--- src/rtl/mat_trans_pkg.sv ---
// Shared types and defaults for the transpose-engine arbiter: FSM state
// encodings, tag type and parameter defaults.
package mat_trans_pkg;

  localparam int DEF_DW        = 32;
  localparam int DEF_BURST     = 64;
  localparam int DEF_NREQ      = 4;
  localparam int DEF_TAG_DEPTH = 4;

  typedef logic [$clog2(DEF_NREQ)-1:0] tag_t;

  typedef enum logic [1:0] {
    I_IDLE   = 2'd0,
    I_REQ    = 2'd1,
    I_STREAM = 2'd2
  } in_state_e;

  typedef enum logic [1:0] {
    O_IDLE   = 2'd0,
    O_REQ    = 2'd1,
    O_STREAM = 2'd2
  } out_state_e;

  // Tag width for n owners, never narrower than one bit.
  function automatic int tag_w(input int n);
    return (n > 1) ? $clog2(n) : 1;
  endfunction

endpackage

--- src/rtl/mat_trans_tag_fifo.sv ---
// In-order owner-tag FIFO: one tag per burst accepted by the engine, popped
// when the matching transposed burst has fully drained.
module mat_trans_tag_fifo
  import mat_trans_pkg::*;
#(
  parameter int W     = 2,
  parameter int DEPTH = DEF_TAG_DEPTH
) (
  input  logic         clk_i,
  input  logic         rstn_i,
  input  logic         push_i,
  input  logic [W-1:0] wdata_i,
  input  logic         pop_i,
  output logic [W-1:0] rdata_o,
  output logic         full_o,
  output logic         empty_o
);

  localparam int AW   = (DEPTH > 1) ? $clog2(DEPTH) : 1;
  localparam int CNTW = $clog2(DEPTH + 1);

  logic [W-1:0]    mem_q [DEPTH];
  logic [AW-1:0]   wr_q, wr_d, rd_q, rd_d;
  logic [CNTW-1:0] cnt_q, cnt_d;
  logic            do_push_s, do_pop_s;

  assign full_o    = (cnt_q == CNTW'(DEPTH));
  assign empty_o   = (cnt_q == CNTW'(0));
  assign rdata_o   = mem_q[rd_q];
  assign do_push_s = push_i && !full_o;
  assign do_pop_s  = pop_i && !empty_o;

  // Pointer wrap and occupancy update; simultaneous push and pop cancel out.
  always_comb begin
    wr_d  = do_push_s ? ((wr_q == AW'(DEPTH - 1)) ? AW'(0) : wr_q + AW'(1)) : wr_q;
    rd_d  = do_pop_s  ? ((rd_q == AW'(DEPTH - 1)) ? AW'(0) : rd_q + AW'(1)) : rd_q;
    cnt_d = cnt_q + CNTW'(do_push_s) - CNTW'(do_pop_s);
  end

  // Pointer and occupancy registers.
  always_ff @(posedge clk_i) begin
    if (!rstn_i) begin
      wr_q  <= '0;
      rd_q  <= '0;
      cnt_q <= '0;
    end else begin
      wr_q  <= wr_d;
      rd_q  <= rd_d;
      cnt_q <= cnt_d;
    end
  end

  // Tag storage.
  always_ff @(posedge clk_i) begin
    if (do_push_s) begin
      mem_q[wr_q] <= wdata_i;
    end
  end

endmodule

--- src/rtl/mat_trans_arb.sv ---
// Round-robin front end sharing one ping-pong transpose engine between NREQ
// sources, with transposed bursts steered back to the matching sink.
module mat_trans_arb
  import mat_trans_pkg::*;
#(
  parameter int NREQ      = DEF_NREQ,
  parameter int DW        = DEF_DW,
  parameter int BURST     = DEF_BURST,
  parameter int TAG_DEPTH = DEF_TAG_DEPTH
) (
  input  logic [0:0]       clk_i,
  input  logic             rstn_i,
  input  logic [NREQ-1:0]  src_req_i,
  output logic [NREQ-1:0]  src_ack_o,
  input  logic [NREQ-1:0]  src_vld_i,
  input  logic [NREQ*DW-1:0] src_data_i,
  output logic             eng_in_req_o,
  input  logic             eng_in_ack_i,
  output logic             eng_in_vld_o,
  output logic [DW-1:0]    eng_in_data_o,
  input  logic             eng_out_req_i,
  output logic             eng_out_ack_o,
  input  logic             eng_out_vld_i,
  input  logic [DW-1:0]    eng_out_data_i,
  output logic [NREQ-1:0]  dst_req_o,
  input  logic [NREQ-1:0]  dst_ack_i,
  output logic [NREQ-1:0]  dst_vld_o,
  output logic [DW-1:0]    dst_data_o,
  output logic             err_o,
  output logic             busy_o
);

  localparam int TW = tag_w(NREQ);
  localparam int CW = (BURST > 1) ? $clog2(BURST) : 1;

  in_state_e  ist_q, ist_d;
  out_state_e ost_q, ost_d;
  logic [TW-1:0] g_q, g_d, rr_q, rr_d, d_q, d_d, pick_s, fifo_head_s;
  logic [CW-1:0] icnt_q, icnt_d, ocnt_q, ocnt_d;
  logic          err_q, err_d, found_s;
  logic          push_s, pop_s, fifo_full_s, fifo_empty_s;

  assign err_o  = err_q;
  assign busy_o = (ist_q != I_IDLE) || (ost_q != O_IDLE) || !fifo_empty_s;

  mat_trans_tag_fifo #(
    .W     (TW),
    .DEPTH (TAG_DEPTH)
  ) u_tag_fifo (
    .clk_i   (clk_i[0]),
    .rstn_i  (rstn_i),
    .push_i  (push_s),
    .wdata_i (g_q),
    .pop_i   (pop_s),
    .rdata_o (fifo_head_s),
    .full_o  (fifo_full_s),
    .empty_o (fifo_empty_s)
  );

  // Round-robin pick: first requester at or after rr_q, wrapping.
  always_comb begin
    found_s = 1'b0;
    pick_s  = g_q;
    for (int i = 0; i < NREQ; i++) begin
      if (!found_s && src_req_i[(int'(rr_q) + i) % NREQ]) begin
        found_s = 1'b1;
        pick_s  = TW'((int'(rr_q) + i) % NREQ);
      end else begin
        found_s = found_s;
      end
    end
  end

  // Input and output FSM registers.
  always_ff @(posedge clk_i[0]) begin
    if (!rstn_i) begin
      ist_q  <= I_IDLE;
      g_q    <= '0;
      rr_q   <= '0;
      icnt_q <= '0;
      ost_q  <= O_IDLE;
      d_q    <= '0;
      ocnt_q <= '0;
      err_q  <= 1'b0;
    end else begin
      ist_q  <= ist_d;
      g_q    <= g_d;
      rr_q   <= rr_d;
      icnt_q <= icnt_d;
      ost_q  <= ost_d;
      d_q    <= d_d;
      ocnt_q <= ocnt_d;
      err_q  <= err_d;
    end
  end

  // Input FSM next state; a full tag FIFO only holds off new grants.
  always_comb begin
    ist_d  = ist_q;
    g_d    = g_q;
    rr_d   = rr_q;
    icnt_d = icnt_q;
    case (ist_q)
      I_IDLE: begin
        if (found_s && !fifo_full_s) begin
          g_d   = pick_s;
          ist_d = I_REQ;
        end else begin
          ist_d = I_IDLE;
        end
      end
      I_REQ: begin
        if (!src_req_i[g_q]) begin
          ist_d = I_IDLE;
        end else if (eng_in_ack_i) begin
          ist_d  = I_STREAM;
          icnt_d = '0;
        end else begin
          ist_d = I_REQ;
        end
      end
      I_STREAM: begin
        if (src_vld_i[g_q] && (icnt_q == CW'(BURST - 1))) begin
          ist_d  = I_IDLE;
          icnt_d = '0;
          rr_d   = (g_q == TW'(NREQ - 1)) ? TW'(0) : g_q + TW'(1);
        end else if (src_vld_i[g_q]) begin
          icnt_d = icnt_q + CW'(1);
        end else begin
          icnt_d = icnt_q;
        end
      end
      default: ist_d = I_IDLE;
    endcase
  end

  // Input-side outputs and tag push.
  always_comb begin
    src_ack_o     = '0;
    eng_in_req_o  = 1'b0;
    eng_in_vld_o  = 1'b0;
    eng_in_data_o = '0;
    push_s        = 1'b0;
    case (ist_q)
      I_REQ: begin
        eng_in_req_o = 1'b1;
        if (eng_in_ack_i && src_req_i[g_q]) begin
          src_ack_o[g_q] = 1'b1;
          push_s         = 1'b1;
        end else begin
          push_s = 1'b0;
        end
      end
      I_STREAM: begin
        eng_in_vld_o  = src_vld_i[g_q];
        eng_in_data_o = src_data_i[g_q*DW +: DW];
      end
      default: push_s = 1'b0;
    endcase
  end

  // Output FSM next state; engine read latency is absorbed by counting beats.
  always_comb begin
    ost_d  = ost_q;
    d_d    = d_q;
    ocnt_d = ocnt_q;
    err_d  = err_q;
    case (ost_q)
      O_IDLE: begin
        if (eng_out_req_i && !fifo_empty_s) begin
          d_d   = fifo_head_s;
          ost_d = O_REQ;
        end else if (eng_out_req_i) begin
          err_d = 1'b1;
        end else begin
          ost_d = O_IDLE;
        end
      end
      O_REQ: begin
        if (dst_ack_i[d_q]) begin
          ost_d  = O_STREAM;
          ocnt_d = '0;
        end else begin
          ost_d = O_REQ;
        end
      end
      O_STREAM: begin
        if (eng_out_vld_i && (ocnt_q == CW'(BURST - 1))) begin
          ost_d  = O_IDLE;
          ocnt_d = '0;
        end else if (eng_out_vld_i) begin
          ocnt_d = ocnt_q + CW'(1);
        end else begin
          ocnt_d = ocnt_q;
        end
      end
      default: ost_d = O_IDLE;
    endcase
  end

  // Output-side steering and tag pop on the final beat.
  always_comb begin
    dst_req_o     = '0;
    dst_vld_o     = '0;
    dst_data_o    = '0;
    eng_out_ack_o = 1'b0;
    pop_s         = 1'b0;
    case (ost_q)
      O_REQ: begin
        dst_req_o[d_q] = 1'b1;
        eng_out_ack_o  = dst_ack_i[d_q];
      end
      O_STREAM: begin
        dst_vld_o[d_q] = eng_out_vld_i;
        dst_data_o     = eng_out_data_i;
        pop_s          = eng_out_vld_i && (ocnt_q == CW'(BURST - 1));
      end
      default: pop_s = 1'b0;
    endcase
  end

endmodule
--- config.mk ---
export PLATFORM = sky130hd
export DESIGN_NAME = mat_trans_arb
export DESIGN_NICKNAME = d
export VERILOG_FILES = /design/src/rtl/mat_trans_pkg.sv /design/src/rtl/mat_trans_tag_fifo.sv /design/src/rtl/mat_trans_arb.sv
export SDC_FILE = /design/constraint.sdc
export NUM_CORES = 1
export LEC_CHECK = 0
export ABC_CLOCK_PERIOD_IN_PS = 3700
export CORE_AREA = 2 2 101 103
export DETAILED_ROUTE_END_ITERATION = 8
export DIE_AREA = 0 0 103 105
export PLACE_DENSITY = 0.82
export SYNTH_ARGS = -nofsm -noshare
export SYNTH_HDL_FRONTEND = slang
export SYNTH_SLANG_ARGS = --single-unit
--- constraint.sdc ---
create_clock -name clk_i -period 3.7 [get_ports clk_i]
set_input_delay 0.555 -clock clk_i [delete_from_list [all_inputs] [get_ports clk_i]]
set_output_delay 0.555 -clock clk_i [all_outputs]
set_load 0.01 [all_outputs]
# [Yosys cells after proc, flatten, opt, wreduce, memory -nomap -nowiden]
# Memories as Yosys holds them, arrays and structs flattened. A register that Yosys moved wholly into a read port is not among the register bits.
# Cells that the tools add are included.
[op_classes] shifts=1 bitwise=5 order_cmp=8 div_mod_pow=0 addsub=10 n_mux=65 mul=0 n_eq_ne=18 reduce_logical=38
[ops] operator="128-bit by 8-bit indexed part select with 32-bit output" n=1
[ops] operator="32-bit two-way mux" n=2
[ops] operator="6-bit two-way mux" n=7
[ops] operator="2-bit two-way mux" n=14
[ops] operator="1-bit two-way mux" n=25
[ops] operator="6-bit case mux with 2 select lines" n=2
[ops] operator="4-bit two-way mux" n=4
[ops] operator="1-bit binary-select mux with 2-bit select" n=7
[ops] operator="6-bit by 1-bit adder with 6-bit output (second input constant)" n=2
[ops] operator="6-bit equality test (second input constant)" n=2
[ops] operator="1-bit logical AND" n=12
[ops] operator="3-bit by 4-bit less-than comparator with 1-bit output (second input constant)" n=3
[ops] operator="2-bit case mux with 3 select lines" n=2
[ops] operator="2-bit equality test (second input constant)" n=5
[ops] operator="2-bit inequality test (second input constant)" n=5
[ops] operator="2-bit by 3-bit less-than comparator with 1-bit output (second input constant)" n=3
[ops] operator="3-bit inequality test (second input constant)" n=3
[ops] operator="3-bit AND reduction" n=3
[ops] operator="2-bit by 1-bit adder with 2-bit output (second input constant)" n=4
[ops] operator="2-bit nonzero test" n=4
[ops] operator="1-bit logical NOT" n=6
[ops] operator="2-bit AND reduction" n=3
[ops] operator="2-bit OR reduction" n=3
[ops] operator="2-bit adder (second input constant)" n=2
[ops] operator="other kinds (14)" n=21
[word_totals] output_inout_bits=81 latchBits=0 memories=1 rom_bits=0 inputBits=177 ram_bits=8 regBits=28 word_cells=156
[memory_table] memory="u_tag_fifo.mem_q" depth=4 width=2 rd=1 rd_ports_with_merged_regs=1 wr=1 line="mat_trans_tag_fifo.sv:22" text="logic [W-1:0] mem_q [DEPTH];"

# [Depth between registers and ports, before layout]
[logic_depth] word_depth=17 mapped_depth=9 depth_no_buf=9

# [By module]
# A second synthesis with hierarchy kept.
[hier_totals] cells_unflattened=340 area_unflattened_um2=3335.7
[modules_own_cells] module="mat_trans_arb" n_inst=1 seq_area_each_um2=460.4 cells_each=278 area_each_um2=2561.2
[modules_own_cells] module="mat_trans_tag_fifo" n_inst=1 seq_area_each_um2=420.4 cells_each=62 area_each_um2=774.5

# [Least setup slack after synthesis]
# OpenSTA, ideal clock, no wires.
[synth_timing] kind="reg2reg" startpoint="reg g_q[0]" endpoint="reg u_tag_fifo.cnt_q[2]" setup_ns=0.128 setup_slack_ns=1.390 n_path_buf=2 stages_incl_launch_ff=9 arrival_ns=2.182 required_ns=3.572 period_less_slack_ns=2.310 cell_sequence="dfxtp_1 buf_6 mux4_2 and3_1 buf_2 ha_1 fa_1 xnor2_1 nor2_1"
[synth_between] elab_chain_len=8
[synth_rtl] element="start: declaration" line="mat_trans_arb.sv:38" text="logic [TW-1:0] g_q, g_d, rr_q, rr_d, d_q, d_d, pick_s, fifo_head_s;"
[synth_rtl] element="start signal: assignment" line="mat_trans_arb.sv:87" text="g_q <= g_d;"
[synth_rtl] element="1-bit binary-select mux with 2-bit select" line="mat_trans_arb.sv:147" text="if (eng_in_ack_i && src_req_i[g_q]) begin"
[synth_rtl] element="1-bit two-way mux (not written as such)" line="mat_trans_arb.sv:147"
[synth_rtl] element="1-bit logical AND" line="mat_trans_arb.sv:147"
[synth_rtl] element="1-bit two-way mux" line="mat_trans_arb.sv:147"
[synth_rtl] element="1-bit two-way mux" line="mat_trans_arb.sv:144" text="case (ist_q)"
[synth_rtl] element="1-bit logical AND" line="mat_trans_tag_fifo.sv:30" text="assign do_push_s = push_i && !full_o;"
[synth_rtl] element="named net u_tag_fifo.do_push_s" line="mat_trans_tag_fifo.sv:25" text="logic do_push_s, do_pop_s;"
[synth_rtl] element="3-bit by 1-bit adder with 3-bit output" line="mat_trans_tag_fifo.sv:37" text="cnt_d = cnt_q + CNTW'(do_push_s) - CNTW'(do_pop_s);"
[synth_rtl] element="3-bit by 1-bit subtractor with 3-bit output" line="mat_trans_tag_fifo.sv:37"
[synth_rtl] element="end signal: assignment" line="mat_trans_tag_fifo.sv:49" text="cnt_q <= cnt_d;"
[synth_rtl] element="end: declaration" line="mat_trans_tag_fifo.sv:24" text="logic [CNTW-1:0] cnt_q, cnt_d;"
# The timed path passes the listed nets, and every way through them passes these cells. The select of a mux whose other input is x is not followed.
# A chain may end at the register's enable or synchronous reset.

# [Final worst setup path]
[layout_timing] startpoint="reg g_q[0]" endpoint="out eng_in_data_o[0]"
[layout_between] elab_chain_len=2
[layout_rtl] element="128-bit by 8-bit indexed part select with 32-bit output" line="mat_trans_arb.sv:156" text="eng_in_data_o = src_data_i[g_q*DW +: DW];"
[layout_rtl] element="32-bit two-way mux" line="mat_trans_arb.sv:144"
[layout_rtl] element="end: declaration" line="mat_trans_arb.sv:20" text="output logic [DW-1:0] eng_in_data_o,"
# Every way passes these cells.

==> results <==
## metrics by stage
stage	utilization [%]	hold WS, ps	instances	power [mW]
floorplan	-	452	334	0.697
global placement	62.3	468	708	0.989
detailed placement	62.3	486	708	0.999
CTS	63.8	497	716	1.42
global route	63.8	518	719	1.47
finish	63.8	490	719	1.41
## final cells by class
cell class | instances | area [um^2]
Antenna cell | 3 | 7.51
Clock buffer | 5 | 68.8
Clock inverter | 3 | 68.8
Fill cell | 795 | 3490
Inverter | 14 | 52.6
Multi-Input combinational cell | 261 | 2320
Sequential cell | 38 | 843
Tap cell | 133 | 166
Timing Repair Buffer | 262 | 2620
## logic make-up after synthesis
kind of cell	after synthesis	share of synthesized area [%]
compound gates	35	7.15
xor+xnor	4	1.05
fa+ha+maj	14	5.49
buf+inv	35	4.93
flops	38	25.3
mux	47	27.8
simple gates	161	28.3
## worst paths after layout
kind	end	from	cells past startpoint
max	eng_in_data_o[0]	g_q[0]$_SDFFE_PN0P_	4
max reg2reg	u_tag_fifo.cnt_q[2]$_SDFF_PN0_	g_q[0]$_SDFFE_PN0P_	6
min reg2reg	ocnt_q[5]$_SDFFE_PN0P_	ocnt_q[5]$_SDFFE_PN0P_	2
min	ocnt_q[5]$_SDFFE_PN0P_	ocnt_q[5]$_SDFFE_PN0P_	2
## routing by layer
layer  vias to the layer above  routed length, um  track usage (%)
met5                         -                  0                0
met4                         0                424             8.27
met3                        24               1550             7.09
met2                       228               7030             45.0
met1                      1753               4290             23.8
li1                       1714                  -                -
## power breakdown
| group | total (mW) | internal, mW | switching [mW] |
|---|---|---|---|
| combinational | 0.515 | 0.347 | 0.168 |
| clock | 0.422 | 0.270 | 0.152 |
| sequential | 0.474 | 0.438 | 0.0364 |
| total | 1.41 | 1.05 | 0.356 |
## worst reg2reg max path, cell delays in order, from the launching register on
cell and delay, ps:
sky130_fd_sc_hd__dfxtp_2 840, sky130_fd_sc_hd__mux4_2 720, sky130_fd_sc_hd__and3_1 280, sky130_fd_sc_hd__ha_1 220, sky130_fd_sc_hd__fa_1 370, sky130_fd_sc_hd__xnor2_1 160, sky130_fd_sc_hd__nor2_1 50
## registers in the layout, indices dropped and copies added, names as in the netlist, 3 cells and up
name              flops
u_tag_fifo.mem_q      8
ocnt_q                6
u_tag_fifo.cnt_q      3
icnt_q                6
## cells in the final DEF (no fill, tap or decap), types with 4 or more instances in the layout
| master | n |
|---|---|
| sky130_fd_sc_hd__inv_1 | 13 |
| sky130_fd_sc_hd__edfxtp_1 | 8 |
| sky130_fd_sc_hd__nor2_1 | 22 |
| sky130_fd_sc_hd__and2_1 | 75 |
| sky130_fd_sc_hd__or4_1 | 4 |
| sky130_fd_sc_hd__nand3_1 | 8 |
| sky130_fd_sc_hd__mux2i_1 | 9 |
| sky130_fd_sc_hd__ha_1 | 13 |
| sky130_fd_sc_hd__nor2b_1 | 6 |
| sky130_fd_sc_hd__and3_1 | 8 |
| sky130_fd_sc_hd__a21oi_1 | 9 |
| sky130_fd_sc_hd__dfxtp_1 | 28 |
| sky130_fd_sc_hd__clkbuf_8 | 5 |
| sky130_fd_sc_hd__mux4_2 | 36 |
| sky130_fd_sc_hd__nand2_1 | 11 |
| sky130_fd_sc_hd__clkdlybuf4s50_1 | 257 |
| sky130_fd_sc_hd__buf_4 | 4 |
| sky130_fd_sc_hd__nor3_1 | 7 |
| sky130_fd_sc_hd__o21ai_0 | 8 |
==> results.tsv <==
metric	value	unit
result of the run	complete, no violations	
DP HPWL	11300	um
most common cell in the netlist	sky130_fd_sc_hd__and2_1	
crit-path cells	buf_12 -> mux4_2 -> and2_1 -> clkdlybuf4s50_1	
dpl cell area	6010	um^2
chip height	105	um
iteration count of the initial detailed-routing pass	5	
number of gates resized after CTS	0	
total of max-cap violations	0	
buffer cell driving the clock tree root	sky130_fd_sc_hd__clkbuf_8	
maximum clock frequency	0.314	GHz
share of flip-flops with an asynchronous set or reset	0	%
GRT Util Overall	23.7	%
clk sink count	38	
post-synthesis cell count	334	
wire length of the first global-routing pass	19400	um
initial core utilization	34.5	%
Setup Fix Bufs, Post-CTS	0	
number of antenna-violating nets in the routed design	0	
routed via count	3719	
number of H-tree branching levels	2	
largest driver fanout on the critical path	24	
Power Dens Cells	229	nW/um^2
Setup violations, final	0	
Remaining DRCs	0	
clock edge transition at the registers on the reported setup and hold paths	80	ps
most common library cells after synthesis	75 x sky130_fd_sc_hd__and2_1, 36 x sky130_fd_sc_hd__mux4_2, 30 x sky130_fd_sc_hd__dfxtp_1, 22 x sky130_fd_sc_hd__nor2_1	
num ports	258	
Worst Slack Setup Final	520	ps
Setup TNS Final	0	ps
Worst EP required	3140	ps
global placement routability congestion	0.872	
measured slew at the worst slew-check pin	807	ps
Synth top area share	24.4	%
maximum clock path buffer count	2	
post-synthesis instance area	3330	um^2
primary flip-flop cell chosen by synthesis mapping	sky130_fd_sc_hd__dfxtp_1	
clock insertion delay at the later pin of the skew report	290	ps
area of the placeable core	9640	um^2
final WL	13300	um
Distinct cells, synth	53	
Clock Skews	11.3	ps
area enclosed by the die boundary	10800	um^2
1st-iter DRT viols	178	
arrival time at the worst endpoint	2620	ps
clock buffers created by TritonCTS	5	
maximum number of pins on one net before global-route repair	38	
biggest area contributors in the synthesized netlist	sky130_fd_sc_hd__mux4_2 24%, sky130_fd_sc_hd__dfxtp_1 18%, sky130_fd_sc_hd__and2_1 14%	
synthesis-to-finish area growth	85.0	%
sort of element at the start of the critical path	flop	
unrepaired setup endpoints after global routing	no	
Avg Cell Area, Syn	9.96	um^2
sequential element share of the synthesized area	25.3	%
min-delay worst type	flop to flop	
antenna violations before repair	3	
final design instance area without fill	6150	um^2
width of the chip	103	um
highest cell delay on the worst timing path	840	ps
cell with the biggest individual delay on the critical path	sky130_fd_sc_hd__dfxtp_2	
Yosys reg bits	38	
endpoint type of the worst setup path	output pin	
P_leak	2.25	nW
Buf+Inv Stages, Crit Path	2	
number of vias per cell after detailed routing	5.17	
cell taking the most area after synthesis	sky130_fd_sc_hd__mux4_2	
Remaining Overflow, GRT	0	
standard-cell row count	36	
Register-to-Register Setup Slack	930	ps
Mapped Nets	525	
post-route clock period utilization	85.9	%
minimum clock period after layout	3180	ps
critical path type	flop to output pin	
Pins Over Slew Limit	0	
number of synthesized flops with an enable pin	8	
layout cell share with drive strength beyond 1	10.1	%
number of buffers added to fix hold violations after cts	0	
gate family responsible for the most delay along the worst path	flip-flops	
routed wirelength normalized by instance count	18.5	um
total of buffers placed on input and output ports	257	
YS warnings	0	
TritonCTS clock tree	done	
layout net count	773	
Hold Vio Cnt, Final	0	
slew margin rel.	46.2	%
maximum vdd drop	0.173	mV
post-place setup slack	757	ps
vias in the first global route	3747	
(Power assumes the default switching activity.)
